File: src/rtl/ltc2324_pkg.sv
// ============================================================================
// Module      : ltc2324_pkg
// Description : Shared types and constants for the LTC2324 quad-ADC
//               controller: FSM state encoding, channel and word geometry,
//               and the minimum legal sample-period expression.
// Revision    : 1.0 - initial release
// ============================================================================
`default_nettype none

package ltc2324_pkg;

  // Channel count and sample geometry of the LTC2324-16
  localparam int NUM_CH       = 4;
  localparam int DATA_W       = 16;
  // sck runs at clk_100m / SCK_DIV (low half then high half of each bit)
  localparam int SCK_DIV      = 4;
  // Clock cycles spent in SHIFT for one full word on every lane
  localparam int SHIFT_CYCLES = DATA_W * SCK_DIV;
  // Width of the test-pattern frame counter (word minus 2-bit channel tag)
  localparam int FRAME_CNT_W  = DATA_W - 2;

  // Frame sequencer states
  typedef enum logic [2:0] {
    ST_IDLE  = 3'd0,
    ST_CNV   = 3'd1,
    ST_CONV  = 3'd2,
    ST_SHIFT = 3'd3,
    ST_DONE  = 3'd4,
    ST_HOLD  = 3'd5
  } state_e;

  // Shortest frame: cnv pulse + conversion wait + shift + DONE + one HOLD cycle
  function automatic int min_period(input int cnv_high, input int conv_wait);
    return cnv_high + conv_wait + SHIFT_CYCLES + 2;
  endfunction

  function automatic int max_int(input int a, input int b);
    return (a > b) ? a : b;
  endfunction

endpackage

`default_nettype wire

File: src/rtl/ltc2324_shift_rx.sv
// ============================================================================
// Module      : ltc2324_shift_rx
// Description : One MSB-first serial-to-parallel shift register for a single
//               ADC data lane. Synchronous clear has priority over capture.
//               The next-state value is exported so the parent can latch the
//               completed word on the same edge that shifts in the last bit.
// Revision    : 1.0 - initial release
// ============================================================================
`default_nettype none

module ltc2324_shift_rx
  import ltc2324_pkg::*;
(
  input  logic              clk_100m,
  input  logic              rst,
  input  logic              clr,
  input  logic              cap_en,
  input  logic              sdo_bit,
  output logic [DATA_W-1:0] shift_next
);

  logic [DATA_W-1:0] shift_q;
  logic [DATA_W-1:0] shift_d;

  // Next value: clear at frame start, otherwise shift in one bit on capture
  always_comb begin
    shift_d = shift_q;
    if (clr) begin
      shift_d = '0;
    end else if (cap_en) begin
      shift_d = {shift_q[DATA_W-2:0], sdo_bit};
    end
  end

  // Shift register storage
  always_ff @(posedge clk_100m) begin
    if (rst) begin
      shift_q <= '0;
    end else begin
      shift_q <= shift_d;
    end
  end

  assign shift_next = shift_d;

endmodule

`default_nettype wire

File: src/rtl/ltc2324_ctrl.sv
// ============================================================================
// Module      : ltc2324_ctrl
// Description : Frame sequencer for the LTC2324-16 quad simultaneous-sampling
//               ADC. Generates cnv and sck (clk_100m/4), deserialises four
//               sdo lanes MSB first and presents one word per channel with a
//               single-cycle data_valid strobe every SAMPLE_PERIOD cycles.
//               Build option: define LTC2324_TEST_PATTERN_EN to replace the
//               captured data with {channel, 14-bit frame counter} words.
// Revision    : 1.0 - initial release
// ============================================================================
`default_nettype none

module ltc2324_ctrl
  import ltc2324_pkg::*;
#(
  parameter int SAMPLE_PERIOD = 200,
  parameter int CNV_HIGH      = 2,
  parameter int CONV_WAIT     = 45
)
(
  input  logic              clk_100m,
  input  logic              rst,
  input  logic              enable,
  input  logic [NUM_CH-1:0] sdo,
  output logic              cnv,
  output logic              sck,
  output logic              busy,
  output logic [DATA_W-1:0] data_ch0,
  output logic [DATA_W-1:0] data_ch1,
  output logic [DATA_W-1:0] data_ch2,
  output logic [DATA_W-1:0] data_ch3,
  output logic              data_valid
);

  // Phase counter must reach the longest of the three timed states
  localparam int PHASE_MAX = max_int(max_int(CNV_HIGH, CONV_WAIT), SHIFT_CYCLES);
  localparam int PHASE_W   = $clog2(PHASE_MAX);
  localparam int PER_W     = $clog2(SAMPLE_PERIOD);

  localparam logic [PHASE_W-1:0] PH_CNV_LAST   = PHASE_W'(CNV_HIGH - 1);
  localparam logic [PHASE_W-1:0] PH_CONV_LAST  = PHASE_W'(CONV_WAIT - 1);
  localparam logic [PHASE_W-1:0] PH_SHIFT_LAST = PHASE_W'(SHIFT_CYCLES - 1);
  localparam logic [PER_W-1:0]   PER_LAST      = PER_W'(SAMPLE_PERIOD - 1);

  // A period too short to fit one complete frame is a configuration error
  if (SAMPLE_PERIOD < min_period(CNV_HIGH, CONV_WAIT) || CNV_HIGH < 1 || CONV_WAIT < 1)
  begin : g_period_check
    $error("ltc2324_ctrl: SAMPLE_PERIOD=%0d too short (min %0d) or zero-length phase",
           SAMPLE_PERIOD, min_period(CNV_HIGH, CONV_WAIT));
  end

  // ---------------------------------------------------------------- state
  state_e             state_q;
  state_e             state_d;
  logic [PHASE_W-1:0] phase_q;
  logic [PHASE_W-1:0] phase_d;
  logic [PER_W-1:0]   per_q;
  logic [PER_W-1:0]   per_d;

  logic               frame_start;
  logic               cap_en;

  // ---------------------------------------------------------------- outputs
  logic               cnv_q, cnv_d;
  logic               sck_q, sck_d;
  logic               busy_q, busy_d;
  logic               dv_q, dv_d;
  logic [DATA_W-1:0]  data_q [NUM_CH];
  logic [DATA_W-1:0]  data_d [NUM_CH];
  logic [DATA_W-1:0]  shift_next [NUM_CH];

`ifdef LTC2324_TEST_PATTERN_EN
  logic [FRAME_CNT_W-1:0] frame_cnt_q;
  logic [FRAME_CNT_W-1:0] frame_cnt_d;
`endif

  // State register: FSM state, in-state phase counter, period counter
  always_ff @(posedge clk_100m) begin
    if (rst) begin
      state_q <= ST_IDLE;
      phase_q <= '0;
      per_q   <= '0;
    end else begin
      state_q <= state_d;
      phase_q <= phase_d;
      per_q   <= per_d;
    end
  end

  // Next-state logic; enable is only consulted in IDLE and at the HOLD exit,
  // so dropping it mid-frame lets the current frame finish
  always_comb begin
    state_d = state_q;
    phase_d = phase_q + 1'b1;
    per_d   = per_q + 1'b1;
    case (state_q)
      ST_IDLE: begin
        phase_d = '0;
        per_d   = '0;
        if (enable) state_d = ST_CNV;
      end
      ST_CNV: begin
        if (phase_q == PH_CNV_LAST) begin
          state_d = ST_CONV;
          phase_d = '0;
        end
      end
      ST_CONV: begin
        if (phase_q == PH_CONV_LAST) begin
          state_d = ST_SHIFT;
          phase_d = '0;
        end
      end
      ST_SHIFT: begin
        if (phase_q == PH_SHIFT_LAST) begin
          state_d = ST_DONE;
          phase_d = '0;
        end
      end
      ST_DONE: begin
        state_d = ST_HOLD;
        phase_d = '0;
      end
      ST_HOLD: begin
        phase_d = '0;
        if (per_q == PER_LAST) state_d = enable ? ST_CNV : ST_IDLE;
      end
      default: begin
        state_d = ST_IDLE;
        phase_d = '0;
        per_d   = '0;
      end
    endcase
    // Period counter is 0 in the first CNV cycle of every frame
    if (state_d == ST_CNV && state_q != ST_CNV) per_d = '0;
  end

  // Frame start clears the shift registers; capture on the edge ending the
  // last (sck-high) cycle of each bit
  assign frame_start = (state_d == ST_CNV) && (state_q != ST_CNV);
  assign cap_en      = (state_q == ST_SHIFT) && (phase_q[1:0] == 2'b11);

  // Output decode from the next state so every output leaves a flop
  always_comb begin
    cnv_d  = (state_d == ST_CNV);
    sck_d  = (state_d == ST_SHIFT) && phase_d[1];
    busy_d = (state_d == ST_CNV) || (state_d == ST_CONV) ||
             (state_d == ST_SHIFT) || (state_d == ST_DONE);
    dv_d   = (state_d == ST_DONE);
`ifdef LTC2324_TEST_PATTERN_EN
    frame_cnt_d = dv_d ? frame_cnt_q + 1'b1 : frame_cnt_q;
`endif
    for (int i = 0; i < NUM_CH; i++) begin
      data_d[i] = data_q[i];
      if (dv_d) begin
`ifdef LTC2324_TEST_PATTERN_EN
        data_d[i] = {2'(i), frame_cnt_q};
`else
        // Latch the post-shift value: the last bit enters on this same edge
        data_d[i] = shift_next[i];
`endif
      end
    end
  end

  // Output registers
  always_ff @(posedge clk_100m) begin
    if (rst) begin
      cnv_q  <= 1'b0;
      sck_q  <= 1'b0;
      busy_q <= 1'b0;
      dv_q   <= 1'b0;
      for (int i = 0; i < NUM_CH; i++) data_q[i] <= '0;
`ifdef LTC2324_TEST_PATTERN_EN
      frame_cnt_q <= '0;
`endif
    end else begin
      cnv_q  <= cnv_d;
      sck_q  <= sck_d;
      busy_q <= busy_d;
      dv_q   <= dv_d;
      for (int i = 0; i < NUM_CH; i++) data_q[i] <= data_d[i];
`ifdef LTC2324_TEST_PATTERN_EN
      frame_cnt_q <= frame_cnt_d;
`endif
    end
  end

  // One deserialiser per ADC lane
  for (genvar g = 0; g < NUM_CH; g++) begin : g_ch
    ltc2324_shift_rx u_rx (
      .clk_100m   (clk_100m),
      .rst        (rst),
      .clr        (frame_start),
      .cap_en     (cap_en),
      .sdo_bit    (sdo[g]),
      .shift_next (shift_next[g])
    );
  end

  assign cnv        = cnv_q;
  assign sck        = sck_q;
  assign busy       = busy_q;
  assign data_valid = dv_q;
  assign data_ch0   = data_q[0];
  assign data_ch1   = data_q[1];
  assign data_ch2   = data_q[2];
  assign data_ch3   = data_q[3];

endmodule

`default_nettype wire

File: config.mk
export PLATFORM = sky130hd
export DESIGN_NAME = ltc2324_ctrl
export DESIGN_NICKNAME = d
export VERILOG_FILES = /design/src/rtl/ltc2324_pkg.sv /design/src/rtl/ltc2324_shift_rx.sv /design/src/rtl/ltc2324_ctrl.sv
export SDC_FILE = /design/constraint.sdc
export NUM_CORES = 1
export LEC_CHECK = 0
export ABC_AREA = 1
export CORE_AREA = 5 5 150 152
export DETAILED_ROUTE_END_ITERATION = 10
export DIE_AREA = 0 0 155 157
export PLACE_DENSITY = 0.55
export SLEW_MARGIN = 0
export SYNTH_ARGS = -nofsm -noshare
export SYNTH_HDL_FRONTEND = slang
export SYNTH_SLANG_ARGS = --single-unit
File: constraint.sdc
create_clock -name clk_100m -period 2.1 [get_ports clk_100m]
set_input_delay 0.42 -clock clk_100m [delete_from_list [all_inputs] [get_ports clk_100m]]
set_output_delay 0.42 -clock clk_100m [all_outputs]
set_load 0.005 [all_outputs]
==> results.json, run 1 <==
{
  "post-route-util_pct": 36.8,
  "worstPathArrival_ns": 2.27,
  "grt_pass1_vias": 4668,
  "rsz0062_at_grt": "false",
  "final_cell_mix": "nand2_1 (154), dfxtp_1 (149), nor2_1 (88)",
  "outcome": "finished clean",
  "n_antenna_cell": 0,
  "crit_required_ns": 2.46,
  "areaGrowthSynthToFinish_pct": 24.1,
  "cts_buffer_depth": 2,
  "ctsResizeCount": 0,
  "worst-path-stages": 7,
  "crit_chain": "ha_2, buf_4, buf_4, nand3_1, nand2_1, nand2_1, a21oi_2",
  "timing.final.crit_period_ns": 1.91,
  "cts_setup_buffers": 0,
  "clk_pin_slew_ns": 0.06,
  "dp_hpwl_microns": 9080,
  "tritoncts": "built",
  "drive_above_1_share_pct": 20.4,
  "antenna_found_initial": 0,
  "drt-initial-drc-count": 248,
  "critPathMaxFanout": 35,
  "cts_sinks": 149,
  "slew_headroom_pct": 69.3,
  "regToRegSetupSlack_ns": 0.19,
  "critPathBufInv": 2,
  "layout.nets": 820,
  "drc": 0,
  "ys.warnings.count": 0,
  "fin_cells": 1097,
  "drtPass1Iterations": 4,
  "critPathCapture": "data_q[2][7]",
  "hold_start": "rst",
  "wl_per_cell_microns": 13.1,
  "grt_max_degree": 66,
  "synth_fp_nets": 768,
  "track_usage_pct": 12.2,
  "seqCellArea_sq_um": 2980,
  "synth.distinct_cells": 29,
  "synthXorXnorAreaFrac_pct": 0.989,
  "dieArea_sq_um": 24300,
  "core-area_sq_um": 20900,
  "fillCellCount": 2194,
  "synth_top_family_by_area": "simple AND/OR/NAND/NOR gates",
  "initial_core_util_pct": 29.7,
  "cpLargestDelayFamily": "buffers and inverters",
  "clk_latency_ns": 0.42,
  "synth-compound-area-share_pct": 14.5,
  "via_per_inst": 4.43,
  "power.leakage_nw": 2.99,
  "placed_cells": 1065,
  "synth_mux_area_share_pct": 0.485,
  "grt_first_pass_wirelength_microns": 23800,
  "die_w_microns": 155,
  "core.rowCount": 53,
  "startpoint_type": "flip-flop",
  "r2r-end": "data_q[2][7]",
  "hp-class": "primary input to flip-flop",
  "cts_buffers": 17,
  "ir_worst_vdd_uv": 543,
  "syn_inst": 757,
  "slowest_delay_ns": 0.44,
  "synth_top_area_share_pct": 48.1,
  "tightestPinTransition_ns": 0.460,
  "ys_seq_area_share_pct": 48.1,
  "multi_input_area_sq_um": 2770,
  "vias": 4859,
  "r2r_start": "phase_q[0]",
  "timing.fmax_mhz": 523,
  "skew_ns": 0.0117,
  "crit_start": "phase_q[0]",
  "cts-htree-levels": 4,
  "min_period_over_period_pct": 91.0,
  "ant_nets": 0,
  "overflow": 0,
  "finalSetupViolations": 0,
  "cts_hold_buf": 0,
  "drv_cap": 0,
  "tns_ns": 0,
  "hold_viol": 0,
  "clockRootBuffer": "clkbuf_16",
  "syn_area_per_cell_sq_um": 8.19,
  "die_h_microns": 157,
  "power_density_nw_per_um2": 794,
  "critical_path.slowest_cell": "buf_4",
  "syn_area_sq_um": 6200,
  "place_congestion": 0.742,
  "reg2reg_depth": 7,
  "io-pin-count": 75,
  "end_kind": "flip-flop",
  "synth_top_area_cell": "dfxtp_1",
  "final_common_cell": "nand2_1",
  "wl_microns": 14400,
  "synth.area.top_cells": "dfxtp_1 (48%), nand2_1 (9.4%), a21oi_2 (8.5%), nand3_1 (6.2%), nor2_1 (5.3%)",
  "synthAdderAreaFrac_pct": 0.808,
  "slew_viol_final": 0,
  "port_buffers": 74,
  "synthSimpleGateAreaFrac_pct": 27.7,
  "crit_type": "flip-flop to flip-flop",
  "ys_seq_elements": 149
}
[report_power, final]
| group | leakage [nW] | switching (W) | internal [W] |
|---|---|---|---|
| clock network | 0.279 | 0.00119 | 0.00186 |
| registers | 1.20 | 0.00000890 | 0.00284 |
| logic | 1.51 | 0.000148 | 0.0000660 |
| total | 2.99 | 0.00134 | 0.00477 |
[sequential cells by signal, summed over array words and instances, names as in the netlist]
signal	count
data_valid	1
state_q	3
g_ch.u_rx.shift_q	64
sck	1
phase_q	6
data_q	64
cnv	1
per_q	8
busy	1
[layer usage]
| metal | wire length (microns) | track usage, % | vias to the layer above |
|---|---|---|---|
| met1 | 6740 | 15.5 | 2190 |
| li1 | - | - | 2568 |
| met5 | 0 | 0 | - |
| met2 | 6690 | 19.5 | 88 |
| met4 | 199 | 4.54 | 0 |
| met3 | 766 | 3.99 | 13 |
[cell type report]
type                       instances  area share (%)
inverter                          22            1.11
sequential                       149            38.8
clock buffer                      19            5.63
timing repair buffer              87            12.0
multi-input combinational        532            36.0
tap                              275            4.47
clock inverter                    13            2.05
[per-stage QoR]
step                worst slack [ns]  hold WS, ns  total power [W]  area [sq um]
floorplan                      0.627        0.418          0.00306          6200
finish                         0.189        0.441          0.00611          7690
detailed placement             0.188        0.443          0.00313          7100
global route                  0.0351        0.443          0.00635          7690
CTS                            0.173        0.424          0.00620          7690
global placement               0.191        0.433          0.00313          7100
[worst min path at each step]
stage                       to  slack, ns  depth (start not counted)
floorplan             per_q[0]       0.42                          1
global placement      per_q[0]       0.43                          1
detailed placement    per_q[0]       0.44                          1
CTS                 phase_q[1]       0.42                          4
global route        phase_q[5]       0.44                          4
finish              phase_q[1]       0.44                          4
[cells by family after synthesis]
kind of cell,Yosys count
simple gates,384
fa+ha+maj,4
mux,3
buf+inv,76
flops,149
xor+xnor,7
compound gates,134
[worst reg2reg max path: stages (launching register included)]
cell,delay (ns)
dfxtp_1,0.39
ha_2,0.21
buf_4,0.34
buf_4,0.46
nand3_1,0.14
nand2_1,0.09
nand2_1,0.09
a21oi_2,0.13
[synthesized netlist by cell type, drive strengths merged]
library cell  count
nand2           208
dfxtp           149
nor2             90
nand3            79
o21ai            70
a21oi            64
buf              35
inv              21
clkbuf           19
nor3              5
ha                4
xor2              4
mux2i             3
xnor2             3
clkinv            1
nor4              1
or2               1
Note: power is estimated with default switching activity, not from simulation.
==> run 2: changes to the inputs <==
- PLACE_DENSITY: 0.55 -> 0.48
==> results.json, run 2 (synthesis results as in run 1) <==
{
  "finalSetupViolations": 0,
  "startpoint_type": "flip-flop",
  "final_cell_mix": "nand2_1 (154), dfxtp_1 (149), nor2_1 (88)",
  "end_kind": "flip-flop",
  "ir_worst_vdd_uv": 490,
  "p_comb_share_pct": 3.5,
  "switching_share_pct": 22.8,
  "p_total_w": 0.00612,
  "ant_nets": 0,
  "fin_ws_ns": 0.229,
  "seqCellArea_sq_um": 2980,
  "drtPass1Iterations": 4,
  "clk_latency_ns": 0.42,
  "core.rowCount": 53,
  "initial_core_util_pct": 29.7,
  "wl_per_cell_microns": 13.2,
  "slew_viol_final": 0,
  "grt_max_degree": 65,
  "ctsResizeCount": 0,
  "dpl_cell_area_sq_um": 7110,
  "place_congestion": 0.745,
  "fin_cells": 1098,
  "die_w_microns": 155,
  "clk_pin_slew_ns": 0.07,
  "grt_pass1_vias": 4691,
  "pre_cts_ws_ns": 0.233,
  "hp-class": "primary input to flip-flop",
  "critical_path.slowest_cell": "dfxtp_1",
  "timing.fmax_mhz": 534,
  "hold_viol": 0,
  "skew_ns": 0.00974,
  "drc": 0,
  "cts-htree-levels": 4,
  "crit_type": "flip-flop to flip-flop",
  "cts_setup_buffers": 0,
  "dp_hpwl_microns": 9120,
  "reg.largest.list": "data_q x64, g_ch.u_rx.shift_q x64, per_q x8",
  "timing.final.crit_period_ns": 1.87,
  "worstPathArrival_ns": 2.23,
  "pwr-share-seq_pct": 46.5,
  "fillCellCount": 2182,
  "slowest_delay_ns": 0.41,
  "tightestPinTransition_ns": 0.436,
  "drt-initial-drc-count": 270,
  "fin_area_sq_um": 7710,
  "io-pin-count": 75,
  "slew_headroom_pct": 71.0,
  "power.leakage_nw": 2.99,
  "antenna_found_initial": 0,
  "areaGrowthSynthToFinish_pct": 24.4,
  "via_per_inst": 4.42,
  "tns_ns": 0,
  "clockPowerShare_pct": 50.0,
  "die_h_microns": 157,
  "track_usage_pct": 12.3,
  "port_buffers": 74,
  "n_antenna_cell": 0,
  "rsz0062_at_grt": "false",
  "dieArea_sq_um": 24300,
  "cts_sinks": 149,
  "vias": 4856,
  "cts_buffers": 17,
  "wl_microns": 14500,
  "tritoncts": "built",
  "outcome": "finished clean",
  "grt_first_pass_wirelength_microns": 24300,
  "cts_hold_buf": 0,
  "layout.nets": 821,
  "critPathMaxFanout": 31,
  "power_density_nw_per_um2": 794,
  "p_switching_w": 0.00139,
  "drv_cap": 0,
  "clockRootBuffer": "clkbuf_16",
  "min_period_over_period_pct": 89.1,
  "cts_buffer_depth": 2,
  "final_common_cell": "nand2_1",
  "crit_required_ns": 2.46,
  "core-area_sq_um": 20900,
  "intPower_w": 0.00473,
  "overflow": 0,
  "placed_cells": 1066,
  "multi_input_area_sq_um": 2770,
  "drive_above_1_share_pct": 20.8,
  "crit_chain": "ha_2, nand3_2, nor2_2, nand2_2, inv_4, buf_12, o21ai_0, a21oi_2"
}
[run 2: worst max-delay path: cells and delay by family, from the launching register on]
family          cells  cell delay [ns]
buf+inv             2             0.50
flops               1             0.41
simple gates        3             0.39
fa+ha+maj           1             0.25
compound gates      2             0.25
[run 2: final cells by class]
class / count / share of cell area [%]
Multi-Input combinational cell: 532 / 35.9
Sequential cell: 149 / 38.7
Clock buffer: 19 / 5.87
Inverter: 22 / 1.10
Clock inverter: 13 / 1.91
Tap cell: 275 / 4.46
Timing Repair Buffer: 88 / 12.0
[run 2: metrics by stage]
| step | utilization (%) | hold slack [ns] |
|---|---|---|
| finish | 36.9 | 0.423 |
| global placement | 34.0 | 0.436 |
| floorplan | - | 0.418 |
| global route | 36.9 | 0.426 |
| detailed placement | 34.0 | 0.444 |
| CTS | 36.9 | 0.406 |
[run 2: final timing paths]
| path | startpoint | endpoint | slack (ns) | depth (start not counted) |
|---|---|---|---|---|
| setup / recovery | phase_q[0] | data_q[3][11] | 0.23 | 8 |
| hold / removal | rst | g_ch[0].u_rx.shift_q[13] | 0.42 | 2 |
| setup reg to reg | phase_q[0] | data_q[3][11] | 0.23 | 8 |
| hold reg to reg | per_q[0] | per_q[0] | 0.45 | 1 |
[run 2: power groups by stage]
| stage | Sequential [W] | Combinational (W) | Clock, W |
|---|---|---|---|
| 6_report | 0.00285 | 0.000214 | 0.00306 |
| 5_1_grt | 0.00285 | 0.000233 | 0.00327 |
| 4_1_cts | 0.00285 | 0.000218 | 0.00315 |
| 3_5_place_dp | 0.00291 | 0.000218 | 0 |
| 3_3_place_gp | 0.00291 | 0.000220 | 0 |
| 2_1_floorplan | 0.00291 | 0.000155 | 0 |
[run 2: per-layer routing]
layer	part of all wire, %	vias to the layer above	GRT usage [%]
met4	1.1	0	3.78
met3	3.6	9	3.52
met5	0	-	0
met1	51	2209	16.5
li1	-	2570	-
met2	45	68	19.4
==> run 3: changes to the inputs <==
- clock period: 2.1 -> 1.8 ns (I/O delays scaled with it)
==> results.json, run 3 (synthesis results as in run 1) <==
{
  "power.leakage_nw": 3.04,
  "core-area_sq_um": 20900,
  "dp_hpwl_microns": 9180,
  "crit_chain": "clkdlybuf4s50_1",
  "tightestPinTransition_ns": 0.356,
  "hold_viol": 0,
  "areaGrowthSynthToFinish_pct": 26.6,
  "p_comb_share_pct": 3.8,
  "die_w_microns": 155,
  "critPathBufInv": 1,
  "grt_max_degree": 66,
  "min_period_over_period_pct": 96.0,
  "slew_viol_final": 0,
  "startpoint_type": "flip-flop",
  "dieArea_sq_um": 24300,
  "port_buffers": 74,
  "wl_per_cell_microns": 13.6,
  "ant_nets": 0,
  "slowest_delay_ns": 0.54,
  "rsz0062_at_grt": "true",
  "end_kind": "output port",
  "power_density_nw_per_um2": 891,
  "vias": 4986,
  "tritoncts": "built",
  "final_cell_mix": "nand2_1 (154), dfxtp_1 (149), nor2_1 (87)",
  "switching_share_pct": 22.7,
  "reg2reg_depth": 8,
  "overflow": 0,
  "drt-initial-drc-count": 232,
  "cts_sinks": 149,
  "fillCellCount": 2177,
  "ir_worst_vdd_uv": 572,
  "skew_ns": 0.0106,
  "slew_headroom_pct": 76.3,
  "drtPass1Iterations": 4,
  "cpLargestDelayFamily": "buffers and inverters",
  "place_congestion": 0.766,
  "grt_first_pass_wirelength_microns": 24200,
  "n_antenna_cell": 0,
  "die_h_microns": 157,
  "pwr-share-seq_pct": 47.4,
  "antenna_found_initial": 0,
  "timing.final.crit_period_ns": 1.73,
  "hp-class": "primary input to flip-flop",
  "grt_pass1_vias": 4677,
  "drc": 0,
  "reg.largest.list": "data_q x64, g_ch.u_rx.shift_q x64, per_q x8",
  "finalSetupViolations": 0,
  "drv_cap": 0,
  "cts_buffers": 17,
  "pre_cts_ws_ns": 0.0476,
  "outcome": "finished clean",
  "min_path_cells": 4,
  "fin_cells": 1106,
  "cts_buffer_depth": 2,
  "wl_microns": 15100,
  "drive_above_1_share_pct": 21.7,
  "crit_required_ns": 1.44,
  "p_switching_w": 0.00159,
  "final_common_cell": "nand2_1",
  "clockRootBuffer": "clkbuf_16",
  "track_usage_pct": 12.3,
  "clk_pin_slew_ns": 0.06,
  "clk_latency_ns": 0.42,
  "layout.nets": 830,
  "worst-path-stages": 1,
  "via_per_inst": 4.51,
  "initial_core_util_pct": 29.7,
  "critical_path.slowest_cell": "clkdlybuf4s50_1",
  "worstPathArrival_ns": 1.37,
  "crit_type": "flip-flop to output port",
  "io-pin-count": 75,
  "fin_ws_ns": 0.0717,
  "critPathMaxFanout": 1,
  "timing.fmax_mhz": 579,
  "placed_cells": 1070,
  "clockPowerShare_pct": 48.8,
  "intPower_w": 0.00541,
  "core.rowCount": 53,
  "cts-htree-levels": 4
}
run 3: cell count changes in the layout (fill, tap and decap cells not counted), sizes merged:
cell      before  now
buf           15   21
bufinv         2    1
clkbuf        19   23
clkinv         4    1
clkinvlp       4    7
inv           25   23
nand2        208  209
run 3: layout make-up:
type                       instances  area (sq um)  share of cell area [%]
clock inverter                    10           100                    1.28
multi-input combinational        533          2800                    35.6
tap                              275           344                    4.38
inverter                          22          90.1                    1.15
timing repair buffer              96          1060                    13.6
sequential                       149          2980                    38.0
clock buffer                      21           470                    5.99
run 3: worst paths after layout:
check                                 from           end  slack (ns)
worst min register to register    per_q[0]      per_q[0]        0.45
worst max register to register  state_q[0]  data_q[2][3]        0.12
worst min-delay path                   rst    phase_q[0]        0.40
worst max-delay path            data_valid    data_valid        0.07
run 3: layer usage:
layer / part of all wire [%] / track usage, %
met5: 0 / 0
met4: 1.5 / 3.99
met3: 3.7 / 3.49
met2: 45 / 19.5
met1: 50 / 16.3
run 3: what timing repair did:
item                                    CTS  global route
hold buffers                              0             0
endpoints found under the hold margin     0             0
endpoints found under the setup margin    0           106
gates resized for setup                   0             7
setup buffers                             0             2
run 3: metrics by stage:
step / power (W) / util (%) / area (sq um) / hold WS [ns] / TNS, ns
after detailed placement: 0.00366 / 34.4 / 7180 / 0.438 / 0
final: 0.00699 / 37.6 / 7850 / 0.401 / 0
after global placement: 0.00366 / 34.4 / 7180 / 0.434 / 0
after floorplan: 0.00357 / - / 6200 / 0.418 / 0
after CTS: 0.00711 / 37.1 / 7750 / 0.388 / 0
after global routing: 0.00725 / 37.6 / 7850 / 0.432 / -0.0291
run 3: power by group through the flow:
stage                     Combinational (W)  Sequential, W  Clock [W]
after global routing               0.000291        0.00332    0.00364
after CTS                          0.000269        0.00332    0.00352
final                              0.000265        0.00332    0.00341
after floorplan                    0.000181        0.00339          0
after detailed placement           0.000267        0.00339          0
after global placement             0.000271        0.00339          0
